### src/rtl/fifo_ctrl_pkg.sv
// fifo_ctrl_pkg
// Shared types and helpers for the FIFO pointer controller.
//   bin2gray  : binary to reflected gray conversion
//   ptr_empty : gray pointers equal -> FIFO empty
//   ptr_full  : gray pointers differ only in their top two bits -> FIFO full
// Helpers operate on pointers zero-extended to the widest legal width
// (ADDR_LEN up to 12), so one set of functions serves every ADDR_LEN.
package fifo_ctrl_pkg;

    localparam int ADDR_LEN_MAX     = 12;
    localparam int MAX_PTR_W        = ADDR_LEN_MAX + 1;
    localparam int ADDR_LEN_DEFAULT = 4;
    localparam int PTR_W            = ADDR_LEN_DEFAULT + 1;

    typedef logic [PTR_W-1:0]     ptr_t;
    typedef logic [MAX_PTR_W-1:0] wide_ptr_t;

    function automatic wide_ptr_t bin2gray(input wide_ptr_t bin);
        return bin ^ (bin >> 1);
    endfunction

    function automatic logic ptr_empty(input wide_ptr_t wr_gray,
                                       input wide_ptr_t rd_gray);
        return wr_gray == rd_gray;
    endfunction

    // In gray code a pointer exactly one lap ahead differs in the wrap bit
    // and the bit just below it; all lower bits match.
    function automatic logic ptr_full(input wide_ptr_t wr_gray,
                                      input wide_ptr_t rd_gray,
                                      input int        addr_len);
        wide_ptr_t mask;
        mask = wide_ptr_t'(3) << (addr_len - 1);
        return wr_gray == (rd_gray ^ mask);
    endfunction

endpackage

### src/rtl/fifo_ptr_ctrl_gray_ptr.sv
// gray_ptr
// One FIFO pointer: binary counter with wrap bit plus a registered gray copy.
// Ports:
//   clk, reset, clear : clock, synchronous active-high reset and flush
//   inc               : advance the pointer at the next edge
//   bin, gray         : registered pointer in binary and gray code
//   bin_next,gray_next: combinational next-state values for flag logic
module gray_ptr
    import fifo_ctrl_pkg::*;
#(
    parameter int ADDR_LEN = 4
) (
    input  logic              clk,
    input  logic              reset,
    input  logic              clear,
    input  logic              inc,
    output logic [ADDR_LEN:0] bin,
    output logic [ADDR_LEN:0] gray,
    output logic [ADDR_LEN:0] bin_next,
    output logic [ADDR_LEN:0] gray_next
);

    localparam int PW = ADDR_LEN + 1;

    wide_ptr_t gray_wide;

    assign bin_next  = bin + {{ADDR_LEN{1'b0}}, inc};
    assign gray_wide = bin2gray(MAX_PTR_W'(bin_next));
    assign gray_next = gray_wide[PW-1:0];

    // Bits above the pointer width are always zero after conversion.
    generate
        if (PW < MAX_PTR_W) begin : g_hi
            logic unused_gray_hi;
            assign unused_gray_hi = |gray_wide[MAX_PTR_W-1:PW];
        end
    endgenerate

    always_ff @(posedge clk) begin
        if (reset || clear) begin
            bin  <= '0;
            gray <= '0;
        end else begin
            bin  <= bin_next;
            gray <= gray_next;
        end
    end

endmodule

### src/rtl/fifo_ptr_ctrl.sv
// fifo_ptr_ctrl
// Single-clock FIFO pointer/flag controller for a 2**ADDR_LEN entry RAM.
// Ports:
//   clk, reset, clear      : clock, synchronous reset, synchronous flush
//   wr_req, rd_req         : producer / consumer requests
//   wr_en, wr_addr         : accepted write and its RAM address
//   rd_en, rd_addr         : accepted read and its RAM address
//   full, empty            : registered occupancy flags
//   almost_full/_empty     : threshold flags on count
//   count                  : occupancy 0..2**ADDR_LEN
//   wr_ptr_gray/rd_ptr_gray: gray-coded pointers for a future CDC path
//   overflow, underflow    : sticky request-while-blocked errors
module fifo_ptr_ctrl
    import fifo_ctrl_pkg::*;
#(
    parameter int ADDR_LEN      = 4,
    parameter int AFULL_THRESH  = 2**ADDR_LEN - 2,
    parameter int AEMPTY_THRESH = 2
) (
    input  logic                clk,
    input  logic                reset,
    input  logic                clear,
    input  logic                wr_req,
    input  logic                rd_req,
    output logic                wr_en,
    output logic [ADDR_LEN-1:0] wr_addr,
    output logic                rd_en,
    output logic [ADDR_LEN-1:0] rd_addr,
    output logic                full,
    output logic                empty,
    output logic                almost_full,
    output logic                almost_empty,
    output logic [ADDR_LEN:0]   count,
    output logic [ADDR_LEN:0]   wr_ptr_gray,
    output logic [ADDR_LEN:0]   rd_ptr_gray,
    output logic                overflow,
    output logic                underflow
);

    localparam int PW = ADDR_LEN + 1;

    logic [PW-1:0] wr_bin, rd_bin;
    logic [PW-1:0] wr_bin_next, rd_bin_next;
    logic [PW-1:0] wr_gray_next, rd_gray_next;
    logic [PW-1:0] count_next;

    assign wr_en   = wr_req & ~full;
    assign rd_en   = rd_req & ~empty;
    assign wr_addr = wr_bin[ADDR_LEN-1:0];
    assign rd_addr = rd_bin[ADDR_LEN-1:0];

    // The wrap bits only matter through the next-state pointers.
    logic unused_wrap_bits;
    assign unused_wrap_bits = wr_bin[ADDR_LEN] ^ rd_bin[ADDR_LEN];

    gray_ptr #(.ADDR_LEN(ADDR_LEN)) u_wr_ptr (
        .clk       (clk),
        .reset     (reset),
        .clear     (clear),
        .inc       (wr_en),
        .bin       (wr_bin),
        .gray      (wr_ptr_gray),
        .bin_next  (wr_bin_next),
        .gray_next (wr_gray_next)
    );

    gray_ptr #(.ADDR_LEN(ADDR_LEN)) u_rd_ptr (
        .clk       (clk),
        .reset     (reset),
        .clear     (clear),
        .inc       (rd_en),
        .bin       (rd_bin),
        .gray      (rd_ptr_gray),
        .bin_next  (rd_bin_next),
        .gray_next (rd_gray_next)
    );

    // Modular subtraction gives the right occupancy across pointer wrap.
    assign count_next = wr_bin_next - rd_bin_next;

    // Flags are derived from next-state pointers so they line up with the
    // pointer registers; errors latch until reset or clear.
    always_ff @(posedge clk) begin
        if (reset || clear) begin
            count        <= '0;
            empty        <= 1'b1;
            full         <= 1'b0;
            almost_empty <= 1'b1;
            almost_full  <= 1'b0;
            overflow     <= 1'b0;
            underflow    <= 1'b0;
        end else begin
            count        <= count_next;
            empty        <= ptr_empty(MAX_PTR_W'(wr_gray_next),
                                      MAX_PTR_W'(rd_gray_next));
            full         <= ptr_full(MAX_PTR_W'(wr_gray_next),
                                     MAX_PTR_W'(rd_gray_next), ADDR_LEN);
            almost_full  <= (count_next >= PW'(AFULL_THRESH));
            almost_empty <= (count_next <= PW'(AEMPTY_THRESH));
            if (wr_req && full) begin
                overflow <= 1'b1;
            end
            if (rd_req && empty) begin
                underflow <= 1'b1;
            end
        end
    end

endmodule

### config.mk
export PLATFORM = sky130hd
export DESIGN_NAME = fifo_ptr_ctrl
export DESIGN_NICKNAME = d
export VERILOG_FILES = /design/src/rtl/fifo_ctrl_pkg.sv /design/src/rtl/fifo_ptr_ctrl_gray_ptr.sv /design/src/rtl/fifo_ptr_ctrl.sv
export SDC_FILE = /design/constraint.sdc
export NUM_CORES = 1
export LEC_CHECK = 0
export ABC_CLOCK_PERIOD_IN_PS = 2500
export CORE_UTILIZATION = 47
export DETAILED_ROUTE_END_ITERATION = 8
export PLACE_DENSITY = 0.78
export SYNTH_ARGS = -nofsm -noshare
export SYNTH_HDL_FRONTEND = slang
export SYNTH_HIERARCHICAL = 1
export SYNTH_SLANG_ARGS = --single-unit
### constraint.sdc
create_clock -name clk -period 2.5 [get_ports clk]
set_input_delay 0.375 -clock clk [delete_from_list [all_inputs] [get_ports clk]]
set_output_delay 0.375 -clock clk [all_outputs]
set_load 0.02 [all_outputs]
==> flow_metrics.env, run 1 <==
export IMPL_syn_instance_count=144
export IMPL_critPathMaxFanout=3
export IMPL_finalSetupViolCount=0
export IMPL_numPortBuffers=35
export IMPL_crit_type="primary input to flop"
export IMPL_drv_cap=0
export IMPL_hold_end="overflow"
export IMPL_cts_buffers=5
export IMPL_synth_edf_count=0
export IMPL_tns_ns=0
export IMPL_clk_pin_slew_ns=0.08
export IMPL_fin_area_um2=1997
export IMPL_peakVddDrop_mv=0.6547
export IMPL_start_util_pct=50.00
export IMPL_cts_tree="done"
export IMPL_worstSkewPairLatency_ns=0.33
export IMPL_wl_mm=2.980
export IMPL_area_growth_pct=44.83
export IMPL_synth_fp_nets=158
export IMPL_via_per_inst=4.899
export IMPL_gp_congestion=0.8700
export IMPL_drt_iter0_drc=25
export IMPL_power_total_uw=986.0
export IMPL_drive_gt1_share_pct=21.43
export IMPL_antenna_found_initial=0
export IMPL_maxSlewViolCount=0
export IMPL_dr_total_vias=1112
export IMPL_slew_headroom_pct=71.51
export IMPL_clockBufferDepth=2
export IMPL_die_area_um2=3155
export IMPL_pwr_share_comb_pct=11.6
export IMPL_switchingPower_uw=220.7
export IMPL_netlist_area_um2=1379
export IMPL_fmax_ghz=0.4143
export IMPL_core_area_um2=2758
export IMPL_hpwl_mm=2.233
export IMPL_drc=0
export IMPL_numClockSinks=29
export IMPL_htree_levels=2
export IMPL_synth_avg_cell_area_um2=9.575
export IMPL_cts_setup_buffers=0
export IMPL_intPower_uw=765.3
export IMPL_reg2reg_from="empty"
export IMPL_swShare_pct=22.39
export IMPL_io_pins=36
export IMPL_drt_wirelength_per_cell_um=13.13
export IMPL_grt_max_degree=10
export IMPL_hold_path_depth=2
export IMPL_nNetsFinal=209
export IMPL_synth_main_ff_cell="dfxtp_1"
export IMPL_die_x_um=56.17
export IMPL_worst_pin_slew_ns=0.4242
export IMPL_die_h_um=56.17
export IMPL_grt_pass1_wl_mm=4.754
export IMPL_worstPathRequired_ns=2.74
export IMPL_status="finished clean"
export IMPL_ant_nets=0
export IMPL_cp_end_kind="flop"
export IMPL_first_pass_iters=4
export IMPL_fin_ws_ns=0.08618
export IMPL_p_per_area_nw_per_um2=493.8
export IMPL_ys_ff_latch=29
export IMPL_finalHoldViolCount=0
export IMPL_diodes=0
export IMPL_seqPwrFrac_pct=48.2
export IMPL_dpl_instance_area_um2=1842
export IMPL_grt_pass1_vias=1077
export IMPL_startpoint_type="primary input"
export IMPL_async_reset_ff_share_pct=0
export IMPL_grt_overflow_total=0
export IMPL_reg2reg_slack_ns=0.27
export IMPL_reg2reg_to="almost_empty"
export IMPL_clock_skew_ns=0.01870
export IMPL_hold_path_class="flop to flop"
export IMPL_leakagePower_uw=0.0008155
export IMPL_min_period_ns=2.414
export IMPL_ys_warn_count=6
export IMPL_cts_root_buf="clkbuf_4"
export IMPL_dp_slack_ns=-0.2797
export IMPL_pwr_share_clk_pct=40.2
export IMPL_hold_start="overflow"
export IMPL_synth_cell_types=26
export IMPL_track_usage_pct=20.01
export IMPL_finalCritPeriodShare_pct=96.55
export IMPL_fin_hold_ws_ns=0.4891
export IMPL_synth_seq_area_share_pct=42.11
export IMPL_crit_arrival_ns=2.66
export IMPL_row_count=19
export IMPL_rr_worst_depth=9
## Yosys cell counts, types with 2 or more instances
library cell	instances	area, µm²
nor3_1	2	10.01
ha_1	8	100.1
o21ai_0	2	10.01
buf_4	4	30.03
nor2b_1	2	12.51
inv_1	10	37.54
a21oi_1	5	25.02
and2_1	16	100.1
nand3_1	5	25.02
xnor2_1	19	166.4
a21oi_2	4	35.03
xor2_1	5	43.79
mux2i_1	2	20.02
nand2_1	7	26.28
dfxtp_1	29	580.6
or3_1	2	12.51
a21bo_2	2	20.02
nor2_1	12	45.04
## critical path: stages
cell,delay [ns]
clkdlybuf4s50_1,0.41
nor2b_2,0.17
ha_1,0.22
ha_2,0.34
inv_1,0.08
fa_2,0.37
a21o_1,0.19
a21oi_2,0.16
xnor2_2,0.11
o31ai_2,0.23
## layout make-up
cell class | instances | area (µm²)
multi-input cells | 100 | 799.5
fillers | 209 | 760.7
flip-flops and latches | 29 | 580.6
repair buffers | 49 | 455.4
clock buffers | 7 | 55.05
well taps | 31 | 38.79
inverters | 10 | 37.54
clock inverters | 1 | 30.03
## flip-flops by register name, summed over array words and instances, names as in the netlist
signal         count
almost_empty       1
almost_full        1
overflow           1
u_rd_ptr/bin       5
empty              1
full               1
underflow          1
count              5
u_wr_ptr/bin       5
u_wr_ptr/gray      4
u_rd_ptr/gray      4
## through the flow
stage | std cells | utilization, %
4_1_cts | 227 | 69.87
5_1_grt | 227 | 72.41
6_report | 227 | 72.41
2_1_floorplan | 144 | -
3_3_place_gp | 219 | 66.79
3_5_place_dp | 219 | 66.79
## worst max path at each step
stage	startpoint	end	slack [ns]	depth (start not counted)
5_1_grt	rd_req	almost_empty	-0.04	11
3_3_place_gp	wr_req	almost_full	-0.25	12
2_1_floorplan	empty	almost_empty	0.03	11
4_1_cts	wr_req	almost_empty	0.05	9
6_report	rd_req	almost_empty	0.09	10
3_5_place_dp	wr_req	almost_empty	-0.28	9
## power by group through the flow
stage,Sequential (µW),Clock (µW),Combinational [µW]
final,475,397,114
after global routing,477,436,123
after CTS,475,406,111
after detailed placement,486,0,110
after global placement,485,0,108
after floorplan,498,0,47.9
## layer usage
layer	up-vias	routed length, µm	global-route usage [%]
li1	566	-	-
met1	510	1319	22.69
met2	27	1454	33.33
met3	9	125	6.977
met4	0	80	9.756
met5	-	0	0
## timing repair
| action | in CTS | in global routing |
|---|---|---|
| hold buffers | 0 | 0 |
| setup endpoints to repair | 0 | 4 |
| resized for setup | 0 | 12 |
## layout by cell type, fill, tap and decap left out
cell and n:
buf_4 14, clkbuf_4 5, ha_1 4, xnor2_1 14, or2_1 1, o31ai_2 1
xor2_2 1, inv_1 10, dfxtp_1 29, fa_2 1, clkdlybuf4s50_1 35, clkbuf_1 1
nand2b_1 1, nor2b_2 2, a21o_1 1, mux2i_1 2, xnor2_2 6, ha_4 1
o21ai_0 2, or3_1 2, nor3_1 2, nor4_1 1, xor2_1 4, nand3_1 5
clkbuf_8 1, ha_2 3, a21bo_2 2, a21oi_1 5, bufinv_16 1, nand2_1 7
nor2_1 12, and2_1 16, a21oi_2 4
## logic make-up after synthesis
group	after synthesis	share of synthesized area, %
xor+xnor	25	16.42
flops	29	42.11
mux	2	1.452
compound gates	15	7.985
fa+ha+maj	9	8.712
buf+inv	15	5.173
simple gates	49	18.15
Power figures use the tool's default switching activity.
==> run 2, diff against run 1 <==
Settings changed: CAP_MARGIN from default to 10.
==> results of run 2 <==
No change in the layout: final DEF, timing and power equal those of run 1.
